`src/rtl/instr_encoder_loader_if.sv`:
```
// Request and instruction-memory write bundle for instr_encoder_loader.
//   req_*    : field-level instruction request (valid/ready handshake)
//   mem_wr_* : encoded-word write port toward instruction memory (valid/ready)
// Modports:
//   slave  : the loader (consumes requests, drives memory writes)
//   master : the requester/memory side (drives requests, accepts writes)
interface instr_encoder_loader_if;
  logic        req_valid;
  logic        req_ready;
  logic [6:0]  req_opcode;
  logic [2:0]  req_funct3;
  logic [6:0]  req_funct7;
  logic [4:0]  req_rd;
  logic [4:0]  req_rs1;
  logic [4:0]  req_rs2;
  logic [31:0] req_imm;
  logic        mem_wr_valid;
  logic        mem_wr_ready;
  logic [31:0] mem_wr_addr;
  logic [31:0] mem_wr_data;

  modport slave (
    input  req_valid, req_opcode, req_funct3, req_funct7, req_rd, req_rs1, req_rs2, req_imm,
    input  mem_wr_ready,
    output req_ready, mem_wr_valid, mem_wr_addr, mem_wr_data
  );

  modport master (
    output req_valid, req_opcode, req_funct3, req_funct7, req_rd, req_rs1, req_rs2, req_imm,
    output mem_wr_ready,
    input  req_ready, mem_wr_valid, mem_wr_addr, mem_wr_data
  );
endinterface

```
`src/rtl/instr_encoder_loader.sv`:
```
// RV32I instruction encoder and program loader.
// Packs field-level requests into 32-bit RV32I words, buffers them in a DEPTH-entry FIFO and
// streams them to instruction memory at an auto-incrementing word address.
// Ports:
//   clk_i, rstn_i  : clock, synchronous active-low reset
//   start_i        : load write address, clear counter and error (only while fully idle)
//   start_addr_i   : first write address, bits[1:0] ignored
//   bus_io         : request handshake and memory write port (slave side)
//   idle_o         : FIFO empty
//   written_cnt_o  : completed writes since reset/start, saturating
//   err_o          : sticky illegal-request flag
module instr_encoder_loader #(
  parameter int unsigned DEPTH = 4,
  parameter int unsigned CNT_W = 16
) (
  input  logic                  clk_i,
  input  logic                  rstn_i,
  input  logic                  start_i,
  input  logic [31:0]           start_addr_i,
  instr_encoder_loader_if.slave bus_io,
  output logic                  idle_o,
  output logic [CNT_W-1:0]      written_cnt_o,
  output logic                  err_o
);

  localparam int unsigned AW = $clog2(DEPTH);

  localparam logic [6:0] OpAlu    = 7'b0110011;
  localparam logic [6:0] OpAluI   = 7'b0010011;
  localparam logic [6:0] OpLw     = 7'b0000011;
  localparam logic [6:0] OpSw     = 7'b0100011;
  localparam logic [6:0] OpBranch = 7'b1100011;
  localparam logic [6:0] OpLui    = 7'b0110111;
  localparam logic [6:0] OpAuipc  = 7'b0010111;
  localparam logic [6:0] OpJal    = 7'b1101111;

  localparam logic [6:0] F7AluNormal   = 7'b0000000;
  localparam logic [6:0] F7AluModified = 7'b0100000;
  localparam logic [6:0] F7Mul         = 7'b0000001;

  localparam logic [2:0] F3Sll    = 3'b001;
  localparam logic [2:0] F3SrlSra = 3'b101;
  localparam logic [2:0] F3Word   = 3'b010;

  localparam logic [31:0] NopInstr = 32'h0000_0033;

  localparam logic [AW:0]      PtrOne = {{AW{1'b0}}, 1'b1};
  localparam logic [CNT_W-1:0] CntOne = {{(CNT_W-1){1'b0}}, 1'b1};

  // Request fields
  logic [6:0]  op;
  logic [2:0]  f3;
  logic [6:0]  f7;
  logic [4:0]  rd, rs1, rs2;
  logic [31:0] imm;

  assign op  = bus_io.req_opcode;
  assign f3  = bus_io.req_funct3;
  assign f7  = bus_io.req_funct7;
  assign rd  = bus_io.req_rd;
  assign rs1 = bus_io.req_rs1;
  assign rs2 = bus_io.req_rs2;
  assign imm = bus_io.req_imm;

  // Combinational encoder
  logic [31:0] enc_word;
  logic        enc_illegal;

  always_comb begin
    enc_word    = NopInstr;
    enc_illegal = 1'b0;
    case (op)
      OpAlu: begin
        if (f7 == F7AluNormal || f7 == F7AluModified || f7 == F7Mul) begin
          enc_word = {f7, rs2, rs1, f3, rd, op};
        end else begin
          enc_illegal = 1'b1;
        end
      end
      OpAluI: begin
        // Shift-immediates carry funct7 in the upper immediate slot
        if (f3 == F3Sll || f3 == F3SrlSra) begin
          enc_word = {f7, imm[4:0], rs1, f3, rd, op};
        end else begin
          enc_word = {imm[11:0], rs1, f3, rd, op};
        end
      end
      OpLw:     enc_word = {imm[11:0], rs1, F3Word, rd, op};
      OpSw:     enc_word = {imm[11:5], rs2, rs1, F3Word, imm[4:0], op};
      OpBranch: begin
        if (f3 == 3'b010 || f3 == 3'b011) begin
          enc_illegal = 1'b1;
        end else begin
          enc_word = {imm[12], imm[10:5], rs2, rs1, f3, imm[4:1], imm[11], op};
        end
      end
      OpLui, OpAuipc: enc_word = {imm[31:12], rd, op};
      OpJal:    enc_word = {imm[20], imm[10:1], imm[11], imm[19:12], rd, op};
      default:  enc_illegal = 1'b1;
    endcase
    if (enc_illegal) begin
      enc_word = NopInstr;
    end
  end

  // FIFO state; the extra pointer bit separates full from empty
  logic [31:0]      fifo_q [DEPTH];
  logic [AW:0]      wr_ptr_q, wr_ptr_d;
  logic [AW:0]      rd_ptr_q, rd_ptr_d;
  logic [31:0]      addr_q, addr_d;
  logic [CNT_W-1:0] cnt_q, cnt_d;
  logic             err_q, err_d;

  logic empty, full, push, pop, start_ok;

  assign empty    = (wr_ptr_q == rd_ptr_q);
  assign full     = (wr_ptr_q[AW] != rd_ptr_q[AW]) && (wr_ptr_q[AW-1:0] == rd_ptr_q[AW-1:0]);
  assign start_ok = start_i & empty;

  // Ready depends only on local state and start_i, never on mem_wr_ready
  assign bus_io.req_ready = ~full & ~start_i;
  assign push             = bus_io.req_valid & bus_io.req_ready;
  assign pop              = ~empty & bus_io.mem_wr_ready;

  always_comb begin
    wr_ptr_d = wr_ptr_q;
    rd_ptr_d = rd_ptr_q;
    addr_d   = addr_q;
    cnt_d    = cnt_q;
    err_d    = err_q;
    if (push) begin
      wr_ptr_d = wr_ptr_q + PtrOne;
      if (enc_illegal) begin
        err_d = 1'b1;
      end
    end
    if (pop) begin
      rd_ptr_d = rd_ptr_q + PtrOne;
      addr_d   = addr_q + 32'd4;
      if (cnt_q != {CNT_W{1'b1}}) begin
        cnt_d = cnt_q + CntOne;
      end
    end
    // start_ok implies an empty FIFO, so it never collides with a pop
    if (start_ok) begin
      addr_d = start_addr_i & 32'hFFFF_FFFC;
      cnt_d  = '0;
      err_d  = 1'b0;
    end
  end

  always_ff @(posedge clk_i) begin
    if (!rstn_i) begin
      wr_ptr_q <= '0;
      rd_ptr_q <= '0;
      addr_q   <= '0;
      cnt_q    <= '0;
      err_q    <= 1'b0;
    end else begin
      wr_ptr_q <= wr_ptr_d;
      rd_ptr_q <= rd_ptr_d;
      addr_q   <= addr_d;
      cnt_q    <= cnt_d;
      err_q    <= err_d;
    end
  end

  // Storage needs no reset: entries are only visible between push and pop
  always_ff @(posedge clk_i) begin
    if (push) begin
      fifo_q[wr_ptr_q[AW-1:0]] <= enc_word;
    end
  end

  assign bus_io.mem_wr_valid = ~empty;
  assign bus_io.mem_wr_addr  = addr_q;
  assign bus_io.mem_wr_data  = empty ? 32'h0 : fifo_q[rd_ptr_q[AW-1:0]];
  assign idle_o              = empty;
  assign written_cnt_o       = cnt_q;
  assign err_o               = err_q;

endmodule
```
`src/flat_wrapper.sv`:
```
// flat-port wrapper written by rule: the top's interface ports become plain ports
module instr_encoder_loader_flat 
#(
  parameter int unsigned DEPTH = 4,
  parameter int unsigned CNT_W = 16
)
  (clk_i, rstn_i, start_i, start_addr_i, idle_o, written_cnt_o, err_o, bus_io_req_valid, bus_io_req_opcode, bus_io_req_funct3, bus_io_req_funct7, bus_io_req_rd, bus_io_req_rs1, bus_io_req_rs2, bus_io_req_imm, bus_io_mem_wr_ready, bus_io_req_ready, bus_io_mem_wr_valid, bus_io_mem_wr_addr, bus_io_mem_wr_data);
  instr_encoder_loader_if bus_io_i ();
  input  logic clk_i;
  input  logic rstn_i;
  input  logic start_i;
  input  logic [31:0] start_addr_i;
  output logic idle_o;
  output logic [CNT_W-1:0] written_cnt_o;
  output logic err_o;
  input wire logic [$bits(bus_io_i.req_valid)-1:0] bus_io_req_valid;
  input wire logic [$bits(bus_io_i.req_opcode)-1:0] bus_io_req_opcode;
  input wire logic [$bits(bus_io_i.req_funct3)-1:0] bus_io_req_funct3;
  input wire logic [$bits(bus_io_i.req_funct7)-1:0] bus_io_req_funct7;
  input wire logic [$bits(bus_io_i.req_rd)-1:0] bus_io_req_rd;
  input wire logic [$bits(bus_io_i.req_rs1)-1:0] bus_io_req_rs1;
  input wire logic [$bits(bus_io_i.req_rs2)-1:0] bus_io_req_rs2;
  input wire logic [$bits(bus_io_i.req_imm)-1:0] bus_io_req_imm;
  input wire logic [$bits(bus_io_i.mem_wr_ready)-1:0] bus_io_mem_wr_ready;
  output wire logic [$bits(bus_io_i.req_ready)-1:0] bus_io_req_ready;
  output wire logic [$bits(bus_io_i.mem_wr_valid)-1:0] bus_io_mem_wr_valid;
  output wire logic [$bits(bus_io_i.mem_wr_addr)-1:0] bus_io_mem_wr_addr;
  output wire logic [$bits(bus_io_i.mem_wr_data)-1:0] bus_io_mem_wr_data;
  assign bus_io_i.req_valid = bus_io_req_valid;
  assign bus_io_i.req_opcode = bus_io_req_opcode;
  assign bus_io_i.req_funct3 = bus_io_req_funct3;
  assign bus_io_i.req_funct7 = bus_io_req_funct7;
  assign bus_io_i.req_rd = bus_io_req_rd;
  assign bus_io_i.req_rs1 = bus_io_req_rs1;
  assign bus_io_i.req_rs2 = bus_io_req_rs2;
  assign bus_io_i.req_imm = bus_io_req_imm;
  assign bus_io_i.mem_wr_ready = bus_io_mem_wr_ready;
  assign bus_io_req_ready = bus_io_i.req_ready;
  assign bus_io_mem_wr_valid = bus_io_i.mem_wr_valid;
  assign bus_io_mem_wr_addr = bus_io_i.mem_wr_addr;
  assign bus_io_mem_wr_data = bus_io_i.mem_wr_data;
  instr_encoder_loader #(.DEPTH(DEPTH), .CNT_W(CNT_W)) u_core (.clk_i(clk_i), .rstn_i(rstn_i), .start_i(start_i), .start_addr_i(start_addr_i), .bus_io(bus_io_i), .idle_o(idle_o), .written_cnt_o(written_cnt_o), .err_o(err_o));
endmodule
```
`config.mk`:
```
export PLATFORM = sky130hd
export DESIGN_NAME = instr_encoder_loader_flat
export DESIGN_NICKNAME = d
export VERILOG_FILES = /design/src/rtl/instr_encoder_loader_if.sv /design/src/rtl/instr_encoder_loader.sv /design/src/flat_wrapper.sv
export SDC_FILE = /design/constraint.sdc
export NUM_CORES = 1
export LEC_CHECK = 0
export CAP_MARGIN = 5
export CORE_MARGIN = 3
export CORE_UTILIZATION = 38
export DETAILED_ROUTE_END_ITERATION = 7
export GPL_TIMING_DRIVEN = 0
export PLACE_DENSITY = 0.63
export SYNTH_ARGS = -nofsm -noshare
export SYNTH_HDL_FRONTEND = slang
export SYNTH_SLANG_ARGS = --single-unit
```
`constraint.sdc`:
```
create_clock -name clk_i -period 2.51 [get_ports clk_i]
set_clock_uncertainty 0.15 [all_clocks]
set_input_delay 0.3765 -clock clk_i [delete_from_list [all_inputs] [get_ports clk_i]]
set_output_delay 0.3765 -clock clk_i [all_outputs]
set_load 0.01 [all_outputs]
```
Yosys cells after proc, flatten, opt, wreduce, memory -nomap -nowiden. Memories as Yosys holds them, arrays and structs flattened. A register that Yosys moved wholly into a read port is not among the register bits. Cells that the tools add are included.

Register bits after elaboration: 55. RAM bits: 128. Input port bits: 101. Output and inout bits: 84. Memories: 1.

Memories: u_core.fifo_q (depth 4, width 32, read ports 1, clocked after memory_dff 1, write ports 1, RTL line instr_encoder_loader.sv:107) `logic [31:0] fifo_q [DEPTH];`.

$add $sub $neg: 4. Eq/ne operators: 18. Mux-type cells: 15. Bitwise logic cells: 8. Reduce and logical (&&, ||, !) cells: 12.

Operators with widths (number): $mux W32 (7); $pmux W32 S7 (1); $add A32 B3 Y32 const B (1); $eq A7 B6 Y1 const B (4); $add A16 B1 Y16 const B (1); $ne A16 B16 Y1 const B (1); $eq A7 B5 Y1 const B (2); $eq A7 B7 Y1 const B (2); $eq A7 B1 Y1 const B (1); $eq A7 B2 Y1 const B (1); $logic_not A7 Y1 (1); $add A3 B1 Y3 const B (2); $eq A3 B2 Y1 const B (2); $reduce_or A6 Y1 (1); $and A1 B1 Y1 (4); $logic_or A1 B1 Y1 (4); $mux W1 (4); $mux W2 (2); $not A1 Y1 (4); $reduce_and A2 Y1 (2); $reduce_or A2 Y1 (2); $eq A3 B1 Y1 const B (1); $eq A3 B3 Y1 (1); $eq A3 B3 Y1 const B (1); 5 further kinds (5).

Depth between registers and ports, before layout. Gate-level depths: netlist of the first run.

Word-level depth: 7. Depth in mapped cells: 7. Gate-level depth less buffers: 6.

Worst setup path before layout of the first run. Ideal clock, no wire load.

Path kind: flip-flop to flip-flop. From: reg u_core.wr_ptr_q[0]. To: mem u_core.fifo_q[3][0] (enable). Library setup time: 394 ps. Data arrival time: 1903 ps. Data required time: 1966 ps. Path slack: 63 ps. Stages on the path, launching flop included: 4. Buffers on the path: 0. Period minus slack after synthesis: 2447 ps. Cells stage by stage: dfxtp_1 -> xnor2_1 -> a311oi_2 -> and2_1.

Longest elaborated chain between the ends: 7.

RTL lines: start: declaration (RTL line instr_encoder_loader.sv:108) `logic [AW:0] wr_ptr_q, wr_ptr_d;`; start signal: assignment (RTL line instr_encoder_loader.sv:160) `wr_ptr_q <= wr_ptr_d;`; $eq A2 B2 Y1 (RTL line instr_encoder_loader.sv:117) `assign full = (wr_ptr_q[AW] != rd_ptr_q[AW]) && (wr_ptr_q[AW-1:0] == rd_ptr_q[AW-1:0]);`; $logic_and A1 B1 Y1 (RTL line instr_encoder_loader.sv:117); $not A1 Y1 (RTL line instr_encoder_loader.sv:121) `assign bus_io.req_ready = ~full & ~start_i;`; $and A1 B1 Y1 (RTL line instr_encoder_loader.sv:121); $and A1 B1 Y1 (RTL line instr_encoder_loader.sv:122) `assign push = bus_io.req_valid & bus_io.req_ready;`; $mux W1 (RTL line instr_encoder_loader.sv:170) `if (push) begin`; $mux W1 (not written as such) (RTL line instr_encoder_loader.sv:171) `fifo_q[wr_ptr_q[AW-1:0]] <= enc_word;`; end: declaration (RTL line instr_encoder_loader.sv:107).

Several ways; a longest one is shown, not always the timed one.

Worst setup path in the final report of the first run.
From: in bus_io_req_funct3[1]. To: mem u_core.fifo_q[3][21], data pin.

Longest elaborated chain between the ends: 5.

RTL lines: start: declaration (RTL line flat_wrapper.sv:18) `input wire logic [$bits(bus_io_i.req_funct3)-1:0] bus_io_req_funct3;`; $eq A3 B2 Y1 (RTL line instr_encoder_loader.sv:91) `if (f3 == 3'b010 || f3 == 3'b011) begin`; $logic_or A1 B1 Y1 (*) (RTL line instr_encoder_loader.sv:91); $mux W32 / $mux W1 (equally long branches) (RTL line instr_encoder_loader.sv:91); $pmux W32 S7 / $pmux W1 S3 (equally long branches) (RTL line instr_encoder_loader.sv:72) `case (op)`; $mux W32 (*) (RTL line instr_encoder_loader.sv:101) `if (enc_illegal) begin`; net u_core.enc_word[21] (RTL line instr_encoder_loader.sv:66) `logic [31:0] enc_word;`.

The timed path passes the listed nets; every way through them passes the cells marked *.

==> metrics.cfg, run 1 <==
[status]
status=finished clean

[logic_synthesis]
netlist-cell-type-count=63
syn-instance-count=663
synth_warnings=0
syn-mean-instance-area_um2=12.71
syn_area_um2=8426
yosysSeqAreaShare_pct=58.69
synth_edf_count=128
async_flop_share_pct=0
synth_top_area_share_pct=45.62
synth_top_area_cell=edfxtp_1
ys.flop_type=edfxtp_1
synth_seq_cells=183
yosys-top-cells-area=edfxtp_1, dfxtp_1, mux4_2

[place]
numPortBuffers=178
dpl_cell_area_um2=10590
place_congestion=0.8455
post-place-ws_ps=-640.6
dp.final_hpwl_mm=15.67

[cts]
cts_root_buf=clkbuf_16
hold_buffers=0
cts_max_level=4
clk_latency_ps=430
cts_sinks=183
cts_buffer_depth=2
path_clk_slew_ps=60
numCtsBuffers=17
cts_tree=done

[worst_setup_path]
worstRegToRegCells=4
cp_slowest_cell=clkdlybuf4s50_1
critPathMaxStageDelay_ps=580
path_cells=clkdlybuf4s50_1, nor2b_1, a211oi_2, o21bai_1, a222oi_1, inv_1
endpoint_kind=flip-flop
cp.required_ps=2500
crit_type=in -> reg
start_kind=primary input
crit_arrival_ps=2480
path_max_fanout=7

[drt]
wire_per_inst_um=19.33
ant_nets=0
routed_wl_mm=22.75
via_per_inst=5.423
drt_iter0_markers=367
dr.pass1.iters=5
num_vias=6383
drc=0

[die]
core_area_um2=21420
start_util_pct=39.34
die_h_um=154.9
dieWidth_um=154.9
top_level_ports=185
rows=53
die_area_um2=24000

[global_route]
antenna_found_initial=1
grt_max_degree=34
grt_pass1_wl_mm=35.27
grt_pass1_vias=6279
grt_usage_pct=18.83
grt_overflow=0

[sta]
worst_pin_slew_ps=644.1
layout_setup_ws_ps=21.69
period_needed_ps=2488
slew_headroom_pct=56.69
rsz0062_at_grt=yes
setup_tns_ps=0
hold_violations=0
holdWs_ps=321.8
fmax_ghz=0.4019
maxSlewViolCount=0
setup_viol=0
min_period_over_period_pct=99.14

[pwr]
p_clk_share_pct=34.1
peakVddDrop_uv=485.9
p_per_area_nw_per_um2=691.6
total_power_uw=7981
switching_share_pct=26.39
p_sw_uw=2106
p_seq_share_pct=43.9
p_leak_uw=0.004055
power_frac_comb_pct=21.9
p_int_uw=5875

[min_path]
worst_hold_path.num_cells=2
hold_class=reg -> reg

[cells_and_area]
seq_area_um2=4961
drive_gt1_share_pct=17.20
postLayoutCellArea_um2=11540
nFillCells=1859
syn2layout_area_growth_pct=36.96
nNetsFinal=997
multi_input_area_um2=3448

[run]
cap_viol_max_count=0

[placed cells by master, fill, tap and decap left out, types with 9 or more instances in the layout]
master             n
o21ai_0           43
and2_4            12
mux4_2            32
clkbuf_16         17
nor4_1            10
nand4_1           21
conb_1            10
a21oi_1           21
or3_1             12
a22o_1            11
xnor2_1           18
a31oi_1           14
nor2_1            28
clkbuf_1          12
nand3_1           25
buf_2             14
clkbuf_2           9
inv_1             17
dfxtp_1           48
clkdlybuf4s50_1  146
xor2_1            15
and2_1            37
edfxtp_1         128
nand2_1           30
buf_4             19
[power by group through the flow]
| stage | combinational (uW) | sequential, uW | clock, uW |
|---|---|---|---|
| after floorplan | 767 | 3550 | 0 |
| after global placement | 1580 | 3550 | 0 |
| after detailed placement | 1580 | 3550 | 0 |
| after CTS | 1750 | 3510 | 2770 |
| after global routing | 1910 | 3530 | 2910 |
| final | 1750 | 3510 | 2720 |
[synth_stat cells, drive strengths merged (5+ instances only)]
cell type / instances
dfxtp: 55
and2: 49
a222oi: 5
xnor2: 21
inv: 18
o21ai: 45
a31oi: 14
a21oi: 22
nand2: 30
a221o: 6
nor2: 28
xor2: 16
and3: 6
edfxtp: 128
nand3: 26
mux4: 32
nor4: 11
nor2b: 5
ha: 7
or4: 6
and4: 7
nand4: 21
buf: 10
a22o: 11
clkbuf: 23
nor3: 7
or3: 12
[sequential cells by signal, indices dropped and copies added (netlist names), named ones only]
name / cells
u_core.rd_ptr_q: 3
u_core.written_cnt_o: 16
u_core.bus_io.mem_wr_addr: 30
u_core.wr_ptr_q: 3
u_core.fifo_q: 128
u_core.err_o: 1
[per-stage QoR]
stage	cells	utilization [%]
after floorplan	671	-
after global placement	1124	49.40
after detailed placement	1124	49.42
after CTS	1169	53.57
after global routing	1177	53.88
final	1177	53.88
[area by class of cell]
cell class,count,area share (%)
Clock inverter,14,1.496
Clock buffer,17,3.686
Antenna cell,1,0.02168
Inverter,18,0.6505
Timing Repair Buffer,199,16.31
Tap cell,275,2.982
Multi-Input combinational cell,439,29.88
Buffer,31,1.984
Sequential cell,183,42.99
[logic make-up after synthesis]
| group | share of synthesized area, % |
|---|---|
| adder cells (fa/ha/maj) | 1.039 |
| other | 0.08913 |
| multiplexers | 8.910 |
| flip-flops | 58.69 |
| AND/OR/NAND/NOR | 15.01 |
| AO/OA/AOI/OAI | 9.861 |
| XOR/XNOR | 3.935 |
| buffers and inverters | 2.465 |
[what timing repair did]
action                     CTS  global route
pin swaps                    6             4
setup endpoints to repair  235           158
cloned                       2             1
resized for setup          141            29
setup buffers               14             6
[worst max-delay path, delay by kind of cell]
| family | cells | cell delay, ps |
|---|---|---|
| buf+inv | 2 | 750 |
| simple gates | 1 | 340 |
| compound gates | 3 | 1010 |
[worst paths after layout]
path | end | slack [ps] | from
setup reg to reg | u_core.fifo_q[1][10]$_DFFE_PP_ | 180 | u_core.wr_ptr_q[0]$_SDFFE_PN0P_
hold reg to reg | u_core.err_o$_SDFFE_PP0P_ | 320 | u_core.err_o$_SDFFE_PP0P_
hold / removal | u_core.err_o$_SDFFE_PP0P_ | 320 | u_core.err_o$_SDFFE_PP0P_
setup / recovery | u_core.fifo_q[3][21]$_DFFE_PP_ | 20 | bus_io_req_funct3[1]
[routing by layer]
layer / share of wire, % / track usage [%] / vias up
met5: 0 / 0 / -
met4: 1.1 / 5.088 / 0
met3: 6.8 / 4.478 / 27
met2: 47 / 29.84 / 244
met1: 45 / 26.16 / 3089
li1: - / - / 3023
No activity file was read; power rests on OpenSTA's default activity.
==> inputs of run 2 (changes only) <==
--- a/config.mk
+++ b/config.mk
@@ -7,10 +7,9 @@
 export LEC_CHECK = 0
 export CAP_MARGIN = 5
 export CORE_MARGIN = 3
-export CORE_UTILIZATION = 38
+export CORE_UTILIZATION = 46
 export DETAILED_ROUTE_END_ITERATION = 7
-export GPL_TIMING_DRIVEN = 0
-export PLACE_DENSITY = 0.63
+export PLACE_DENSITY = 0.75
 export SYNTH_ARGS = -nofsm -noshare
 export SYNTH_HDL_FRONTEND = slang
 export SYNTH_SLANG_ARGS = --single-unit
==> run 2 against run 1 <==
Effect of this change:
- sequential share of layout area decreased by 0.59 points
- hold slack lost 7.9 ps
- clock power fell by 1%
- non-clock buffer count increased by 17
- core utilization grew 13 points
- sequential power barely moved
- critical endpoint is now bus_io_mem_wr_data[10]
- largest cell class unchanged
==> metrics.cfg, run 2 (synthesized netlist as in run 1, its figures left out) <==
[status]
status=finished clean

[worst_setup_path]
crit_arrival_ps=1920  ; -560 ps
path_max_fanout=10  ; +3
start_kind=flip-flop
worstRegToRegCells=6  ; +2
endpoint_kind=primary output
crit_type=reg -> out
cp.required_ps=1980  ; -520 ps
rrSetupSlack_ps=240  ; +60 ps
r2r_end=u_core.bus_io.mem_wr_addr[27]$_SDFFE_PN0P_
r2r_start=u_core.wr_ptr_q[0]$_SDFFE_PN0P_

[global_route]
antenna_found_initial=0  ; -1
grt_pass1_wl_mm=35.71  ; +1.2%
grt_overflow=0  ; unchanged
grt_pass1_vias=6792  ; +8.2%
grt_usage_pct=22.64  ; +3.8 points
grt_max_degree=39  ; +15%

[cts]
path_clk_slew_ps=70  ; about the same
numCtsBuffers=17  ; unchanged
cts_tree=done
clk_latency_ps=420  ; about the same
cts_sinks=183  ; unchanged
cts_buffer_depth=2  ; unchanged
hold_buffers=0  ; unchanged
cts_max_level=4  ; unchanged
cts_root_buf=clkbuf_16

[drt]
wire_per_inst_um=19.61  ; +1.5%
via_per_inst=5.713  ; +5.3%
ant_nets=0  ; unchanged
drc=0  ; unchanged
routed_wl_mm=22.40  ; -1.5%
dr.pass1.iters=5  ; unchanged
drt_iter0_markers=421  ; +15%
num_vias=6524  ; +2.2%

[cells_and_area]
final_cell_mix=clkdlybuf4s50_1, edfxtp_1, buf_4
diodes=0  ; -1
postLayoutCellArea_um2=11690  ; +1.3%
largest_register_ffs=128  ; unchanged
nNetsFinal=1012  ; +1.5%
nFillCells=1279  ; -31%
final_common_cell=clkdlybuf4s50_1
instances_no_fill=1142  ; -3.0%
drive_gt1_share_pct=16.58  ; -0.63 points
final_core_util_pct=66.41  ; +13 points
syn2layout_area_growth_pct=38.70

[min_path]
hold_class=reg -> reg
worst_hold_path.num_cells=2  ; unchanged
whs_endpoint=u_core.err_o$_SDFFE_PP0P_
worstHoldStart=u_core.err_o$_SDFFE_PP0P_

[sta]
min_period_over_period_pct=97.28  ; -1.9 points
maxSlewViolCount=0  ; unchanged
slew_headroom_pct=50.08  ; -6.6 points
rsz0062_at_grt=yes
worst_pin_slew_ps=742.5  ; +98.37 ps
holdWs_ps=313.8  ; -7.914 ps
setup_viol=0  ; unchanged
fmax_ghz=0.4095  ; +1.9%
period_needed_ps=2442  ; -46.60 ps
hold_violations=0  ; unchanged

[pwr]
p_per_area_nw_per_um2=671.0  ; -3.0%
total_power_uw=7842  ; -1.7%
peakVddDrop_uv=572.6  ; +18%
p_leak_uw=0.004164  ; +2.7%

[die]
die_area_um2=19980  ; -17%
start_util_pct=47.88  ; +8.5 points
dieWidth_um=141.3  ; -8.8%
die_h_um=141.3  ; -8.8%
core_area_um2=17600  ; -18%
rows=48  ; -9.4%
top_level_ports=185  ; unchanged

[place]
numPortBuffers=180  ; +1.1%
dp.cells=1108  ; -1.4%
dp.final_hpwl_mm=16.36  ; +4.4%
place_congestion=0.8937  ; +5.7%
dpl_cell_area_um2=11030  ; +4.2%

[run]
cap_viol_max_count=0  ; unchanged

## run 2: cell count changes in the layout (fill, tap and decap cells not counted), sizes merged, moves of 2 or more
cell / previous run / this run
buf: 43 / 68
bufinv: 3 / 1
clkbuf: 44 / 17
clkdlybuf4s15: 7 / 25
inv: 22 / 25
## run 2: where the power goes
| group | internal (uW) | leakage, uW | switching, uW |
|---|---|---|---|
| logic | 903 | 0.00217 | 763 |
| registers | 3350 | 0.00170 | 145 |
| clock network | 1430 | 0.000292 | 1250 |
| total | 5680 | 0.00416 | 2160 |
## run 2: how the worst max path moves through the flow
stage | startpoint | endpoint | slack [ps] | depth (start not counted)
2_1_floorplan | u_core.wr_ptr_q[0]$_SDFFE_PN0P_ | u_core.fifo_q[3][0]$_DFFE_PP_ | 60 | 3
3_3_place_gp | bus_io_req_opcode[3] | u_core.fifo_q[0][25]$_DFFE_PP_ | -220 | 6
3_5_place_dp | bus_io_req_opcode[2] | u_core.fifo_q[0][27]$_DFFE_PP_ | -250 | 6
4_1_cts | flip-flop | bus_io_mem_wr_data[31] | 0.4 | 4
5_1_grt | flip-flop | bus_io_mem_wr_data[31] | -3 | 4
6_report | flip-flop | bus_io_mem_wr_data[10] | 70 | 4
## run 2: what timing repair did
item | 4_1_cts | 5_1_grt
setup buffers | 2 | 0
hold endpoints to repair | 0 | 0
pin swaps | 1 | 0
setup endpoints to repair | 35 | 33
gates resized for setup | 43 | 30
## run 2: through the flow
step | worst slack (ps) | TNS (ps)
after floorplan | 63.09 | 0
after global placement | -224.7 | -5827
after global routing | -3.011 | -3.011
final | 68.29 | 0
after CTS | 0.4119 | 0
after detailed placement | -254.8 | -7581
## run 2: critical path, cell delays in order (launching register included)
cell and delay (ps):
dfxtp_4 400, buf_12 160, mux4_2 490, and2_1 170
dlygate4sd2_1 280
## run 2: routing by layer
metal	track usage, %	vias to the layer above	wire, um
met4	6.374	0	325
met3	3.505	27	1040
met5	0	-	0
met2	40.08	203	11840
li1	-	3038	-
met1	28.98	3256	9193
## run 2: cell type report
class	count	area [um^2]	area share (%)
well taps	225	281.5	2.409
repair buffers	247	2432	20.81
inverters	18	70.07	0.5996
clock buffers	17	425.4	3.640
multi-input cells	437	3338	28.57
clock inverters	15	183.9	1.574
flip-flops and latches	183	4955	42.40
==> RTL change 1 (settings of run 1) <==
`addr_q` no longer has a reset.
--- a/src/rtl/instr_encoder_loader.sv
+++ b/src/rtl/instr_encoder_loader.sv
@@ -153,16 +153,18 @@
     if (!rstn_i) begin
       wr_ptr_q <= '0;
       rd_ptr_q <= '0;
-      addr_q   <= '0;
       cnt_q    <= '0;
       err_q    <= 1'b0;
     end else begin
       wr_ptr_q <= wr_ptr_d;
       rd_ptr_q <= rd_ptr_d;
-      addr_q   <= addr_d;
       cnt_q    <= cnt_d;
       err_q    <= err_d;
     end
+  end
+
+  always_ff @(posedge clk_i) begin
+    addr_q <= addr_d;
   end
 
   // Storage needs no reset: entries are only visible between push and pop
Behaviour: not the same (Yosys sat finds a counterexample within 4 cycles, from zero or initial values and one cycle with rstn_i low).
==> RTL change 1 against run 1 <==
  * Wire length decreased by 2.5%
  * Total power increased by 8.4%
  * Sequential cell count unchanged
  * Global-route usage decreased by 0.63 points
  * Final area increased by 1.6%
  * Synthesized area increased by 2.5%
  * Setup slack improved by 0.017 ns
  * Critical endpoint is now bus_io_mem_wr_data[21]
  * Highest routed layer unchanged
==> RTL change 1: results (changes against run 1) <==
| Metric | Value |
|---|---|
| Routing usage on met3 | 2.85% (-1.6 points) |
| Clk cell area share | 5.01% (-0.17 points) |
| Routability congestion estimate | 0.903 (+6.7%) |
| Non-clock buffers, area share | 18.0% (-0.34 points) |
| Sw power | 2.50 mW (+19%) |
| Initial antenna violation count | 0 (-1) |
| Final net count | 980 (-1.7%) |
| Final Instance Count excl. Fillers | 1,165 (-1.0%) |
| Hold Path Class | primary input to flip-flop |
| WHS Endpoint | u_core.fifo_q[3][4] |
| Critical path's slowest cell | mux4_2 |
| Reg2Reg Capture Point | u_core.fifo_q[0][25] |
| Crit path max fanout | 6 (-1) |
| RR Startpoint | u_core.rd_ptr_q[2] |
| Comb_multi_in | 432 (-1.6%) |
| R2R depth | 5 (+1) |
| Clkbuf count | 18 (+1) |
| Met1 Resource Use GR | 24.7% (-1.5 points) |
| Hpwl dp | 15.5 mm (-1.0%) |
| Cell total after placement | 1,112 (-1.1%) |
| Met2 WL | 11.4 mm (+6.5%) |
| Inverters | 8 (-10) |
| Comb pwr | 2.20 mW (+26%) |
| M2 GR Usage | 30.1% (+0.23 points) |
| Top delay family on crit path | multiplexers |
| Status | finished clean |
| Total length of routed wires | 22.2 mm (-2.5%) |
| Static Leak | 4.20 nW (+3.7%) |
| Initial Util | 39.1% (-0.26 points) |
| Ant. Diodes | 0 (-1) |
| Synthesized instance count | 645 (-2.7%) |
| Post-CTS sizing | 142 (+0.71%) |
| Util after Layout | 53.1% (-0.80 points) |
| WL met3 | 860 um (-45%) |
| Avg Inst Size Synth | 13.4 sq um (+5.3%) |
| HP Start | bus_io_req_opcode[3] |
| Max_slew headroom | 61.2% (+4.5 points) |
| Seq cells post-synth | 183 (unchanged) |
| Total global-route track usage | 18.2% (-0.63 points) |
| Critical Path Max Stage Delay | 0.53 ns (-0.05 ns) |
| Iteration-0 DRC Markers | 398 (+8.4%) |
| VDD IR max | 488 uV (+0.36%) |
| Register area | 0.00526 sq mm (+6.0%) |
| Hold path cells | 3 (+1) |
| Layout cells sized above 1 | 19.2% (+2.0 points) |
| Hold WS | 0.326 ns (+0.00388 ns) |
| CP Data Arrival Time | 1.94 ns (-0.54 ns) |
| Vias in the first global route | 6,258 (-0.33%) |
| Sequential fraction of the synthesis area | 60.8% (+2.1 points) |
| First-pass GRT wire length | 34.6 mm (-2.0%) |
| R2r setup slk | 0.16 ns (-0.02 ns) |
| Max reg flops | 128 (unchanged) |
| Filler cells | 1,896 (+2.0%) |
| Fraction of area in multi-input gates | 29.0% (-0.92 points) |
| EDFF count, synth | 158 (+23%) |
RTL change 1: cell types whose count changed after synthesis, moves of 9 or more:
cell	change
inv_1	-9
a31oi_1	-10
nor4_1	-9
nor2b_1	+33
edfxtp_1	+30
nor2_1	+31
or3_1	-11
a21oi_1	+12
and2_1	-36
xor2_1	+12
dfxtp_1	-30
o21ai_0	-41
RTL change 1: cell families after synthesis:
kind of cell	synth area share, %
other	0.0870
adders and majority gates	1.01
DFF	60.8
muxes	8.59
AOI/OAI and AO/OA	8.28
buffers and inverters	1.96
and+or+nand+nor	14.5
xor gates and xnor gates	4.86
RTL change 1: worst max path at each step:
stage	endpoint	slack, ns	cells past startpoint
2_1_floorplan	u_core.fifo_q[3][0]	0.08	3
3_3_place_gp	u_core.fifo_q[0][15]	-1.05	4
3_5_place_dp	bus_io_mem_wr_data[19]	-0.75	5
4_1_cts	u_core.fifo_q[1][25]	-0.22	4
5_1_grt	bus_io_mem_wr_data[21]	-0.03	6
6_report	bus_io_mem_wr_data[21]	0.04	6
==> RTL change 2 (config.mk and constraints of run 1) <==
Without the edit above. `CNT_W` is set to 16 in 2 places; all go to 32.
--- a/src/rtl/instr_encoder_loader.sv
+++ b/src/rtl/instr_encoder_loader.sv
@@ -11,7 +11,7 @@
 //   err_o          : sticky illegal-request flag
 module instr_encoder_loader #(
   parameter int unsigned DEPTH = 4,
-  parameter int unsigned CNT_W = 16
+  parameter int unsigned CNT_W = 32
 ) (
   input  logic                  clk_i,
   input  logic                  rstn_i,
--- a/src/flat_wrapper.sv
+++ b/src/flat_wrapper.sv
@@ -2,7 +2,7 @@
 module instr_encoder_loader_flat 
 #(
   parameter int unsigned DEPTH = 4,
-  parameter int unsigned CNT_W = 16
+  parameter int unsigned CNT_W = 32
 )
   (clk_i, rstn_i, start_i, start_addr_i, idle_o, written_cnt_o, err_o, bus_io_req_valid, bus_io_req_opcode, bus_io_req_funct3, bus_io_req_funct7, bus_io_req_rd, bus_io_req_rs1, bus_io_req_rs2, bus_io_req_imm, bus_io_mem_wr_ready, bus_io_req_ready, bus_io_mem_wr_valid, bus_io_mem_wr_addr, bus_io_mem_wr_data);
   instr_encoder_loader_if bus_io_i ();
Ports: changed (resized written_cnt_o); port bits go from 185 to 201. No check against the original RTL was run, so the function may have changed too.
==> RTL change 2 against run 1 <==
  * Count of clock-buffer cells in the layout unchanged
  * Global-route usage is 0.83 points higher
  * Wire length grew 14%
  * Via count grew 13%
  * Synthesized cell count grew 14%
  * Utilization shrank 0.20 points
  * Non-clock buffer count rose by 27
  * Final area rose by 10%
  * Synthesized area grew 10%
  * Setup slack gained 0.0048 ns
  * Total power up 3.0%
  * Sequential cell count increased by 16
  * Highest routed layer unchanged
==> RTL change 2: results (changes against run 1) <==
| Metric | Value |
|---|---|
| Status | finished clean |
| Clock transition at path regs | 0.08 ns (+0.02 ns) |
| Post-route worst setup slack | 0.0265 ns (+0.00481 ns) |
| YS warnings | 0 (unchanged) |
| XOR/XNOR share of the synthesized area | 3.20% (-0.73 points) |
| Worst setup path startpoint | bus_io_req_funct7[0] |
| Routed wire per std cell | 19.4 um (+0.22%) |
| H-tree depth | 4 (unchanged) |
| Routability congestion estimate | 0.817 (-3.4%) |
| Num CTS Buffers | 17 (unchanged) |
| Most frequent cells after synthesis | edfxtp_1 (128), dfxtp_1 (71), nand2_1 (45) |
| DRT Pass-1 Iters | 5 (unchanged) |
| Filler cells | 2,142 (+15%) |
| IO Port Bufs | 193 (+8.4%) |
| CTS Buffer Depth | 2 (unchanged) |
| Final net count | 1,115 (+12%) |
| Crit path max fanout | 6 (-1) |
| Static Leak | 4.38 nW (+8.0%) |
| RR Startpoint | u_core.rd_ptr_q[2] |
| VDD IR max | 430 uV (-12%) |
| Hold Path Class | flip-flop to flip-flop |
| Reg2Reg Capture Point | u_core.fifo_q[3][24] |
| DR vias/cell | 5.41 (-0.33%) |
| DP Worst Slack | -0.960 ns (-0.320 ns) |
| Area after DPL | 0.0116 sq mm (+9.9%) |
| Iteration-0 DRC Markers | 470 (+28%) |
| Max reg flops | 128 (unchanged) |
| Hpwl dp | 18.0 mm (+15%) |
| Crit path capture | u_core.fifo_q[2][19] |
| CP Data Arrival Time | 2.60 ns (+0.12 ns) |
| Total global-route track usage | 19.7% (+0.83 points) |
| Layout cells sized above 1 | 17.6% (+0.44 points) |
| Worst-skew pair later-pin latency | 0.43 ns (about the same) |
| Yosys cell types | 69 (+9.5%) |
| Vias in the first global route | 7,181 (+14%) |
| Synth Area in Compound Gates | 12.5% (+2.7 points) |
| Slew @ Worst Pin | 0.763 ns (+0.119 ns) |
| Switching Fraction | 28.2% (+1.8 points) |
| Adder-cell share of the synthesized area | 0.945% (-0.094 points) |
| Post-synthesis mux area share | 7.99% (-0.92 points) |
| First-pass GRT wire length | 40.3 mm (+14%) |
| Sequential fraction of the synthesis area | 56.8% (-1.9 points) |
| Largest cells by area after synthesis | edfxtp_1 (41%), dfxtp_1 (15%), mux4_2 (7.8%) |
## RTL change 2: cell count changes after synthesis, moves of 7 or more
cell     change
a21oi_1     +21
o31ai_1     +11
xor2_1       -7
nand2_1     +15
a22o_1       +9
nor2b_1     +30
and2_1      -42
or4_1        +8
dfxtp_1     +16
## RTL change 2: area by class of cell
cell class / count / share of cell area, %
sequential: 199 / 41.6
clock buffer: 17 / 3.35
clock inverter: 15 / 1.29
buffer: 36 / 2.21
timing repair buffer: 221 / 16.6
inverter: 15 / 0.443
tap: 319 / 3.14
multi-input combinational: 517 / 31.4
antenna: 1 / 0.0197
## RTL change 2: per-layer routing
layer	GRT usage [%]	vias up	share of wire (%)
met5	0	-	0
met4	5.54	0	1.5
met1	27.1	3479	45
met3	4.74	27	7.2
met2	31.3	281	47
li1	-	3456	-
## RTL change 2: metrics by stage
step | util, % | instances
2_1_floorplan | - | 767
3_3_place_gp | 49.1 | 1279
3_5_place_dp | 49.1 | 1279
4_1_cts | 52.9 | 1325
5_1_grt | 53.7 | 1340
6_report | 53.7 | 1340
## RTL change 2: kinds of logic (layout without fill, tap and decap cells)
| family | Yosys count | in the layout |
|---|---|---|
| AND/OR/NAND/NOR | 257 | 258 |
| flip-flops | 199 | 199 |
| AO/OA/AOI/OAI | 175 | 175 |
| buffers and inverters | 52 | 304 |
| multiplexers | 34 | 34 |
| XOR/XNOR | 33 | 33 |
| adder cells (fa/ha/maj) | 7 | 7 |
| other | 2 | 11 |
## RTL change 2: critical path, stage by stage
cell	delay [ns]
clkdlybuf4s50_1	0.44
a211o_1	0.30
nor4_1	0.50
nand2b_1	0.31
nand3b_1	0.38
a22o_1	0.29
## RTL change 2: worst min-delay path by stage
stage / start / endpoint / slack (ns) / depth (start not counted)
2_1_floorplan: u_core.written_cnt_o[4] / u_core.written_cnt_o[4] / 0.34 / 1
3_3_place_gp: u_core.err_o / u_core.err_o / 0.30 / 2
3_5_place_dp: u_core.err_o / u_core.err_o / 0.31 / 2
4_1_cts: u_core.err_o / u_core.err_o / 0.33 / 2
5_1_grt: u_core.bus_io.mem_wr_addr[3] / u_core.bus_io.mem_wr_addr[3] / 0.39 / 2
6_report: u_core.err_o / u_core.err_o / 0.32 / 2
## RTL change 2: power by group through the flow
stage | registers (mW) | logic, mW | clock network (mW)
3_5_place_dp | 3.80 | 1.60 | 0
5_1_grt | 3.77 | 1.93 | 2.90
4_1_cts | 3.75 | 1.72 | 2.76
6_report | 3.74 | 1.79 | 2.68
2_1_floorplan | 3.81 | 0.775 | 0
3_3_place_gp | 3.80 | 1.58 | 0
## RTL change 2: timing repair
action                     4_1_cts  5_1_grt
pin swaps                        5        3
buffers inserted                13       12
cloned                           2        2
resized for setup              129       48
setup endpoints to repair      289      228
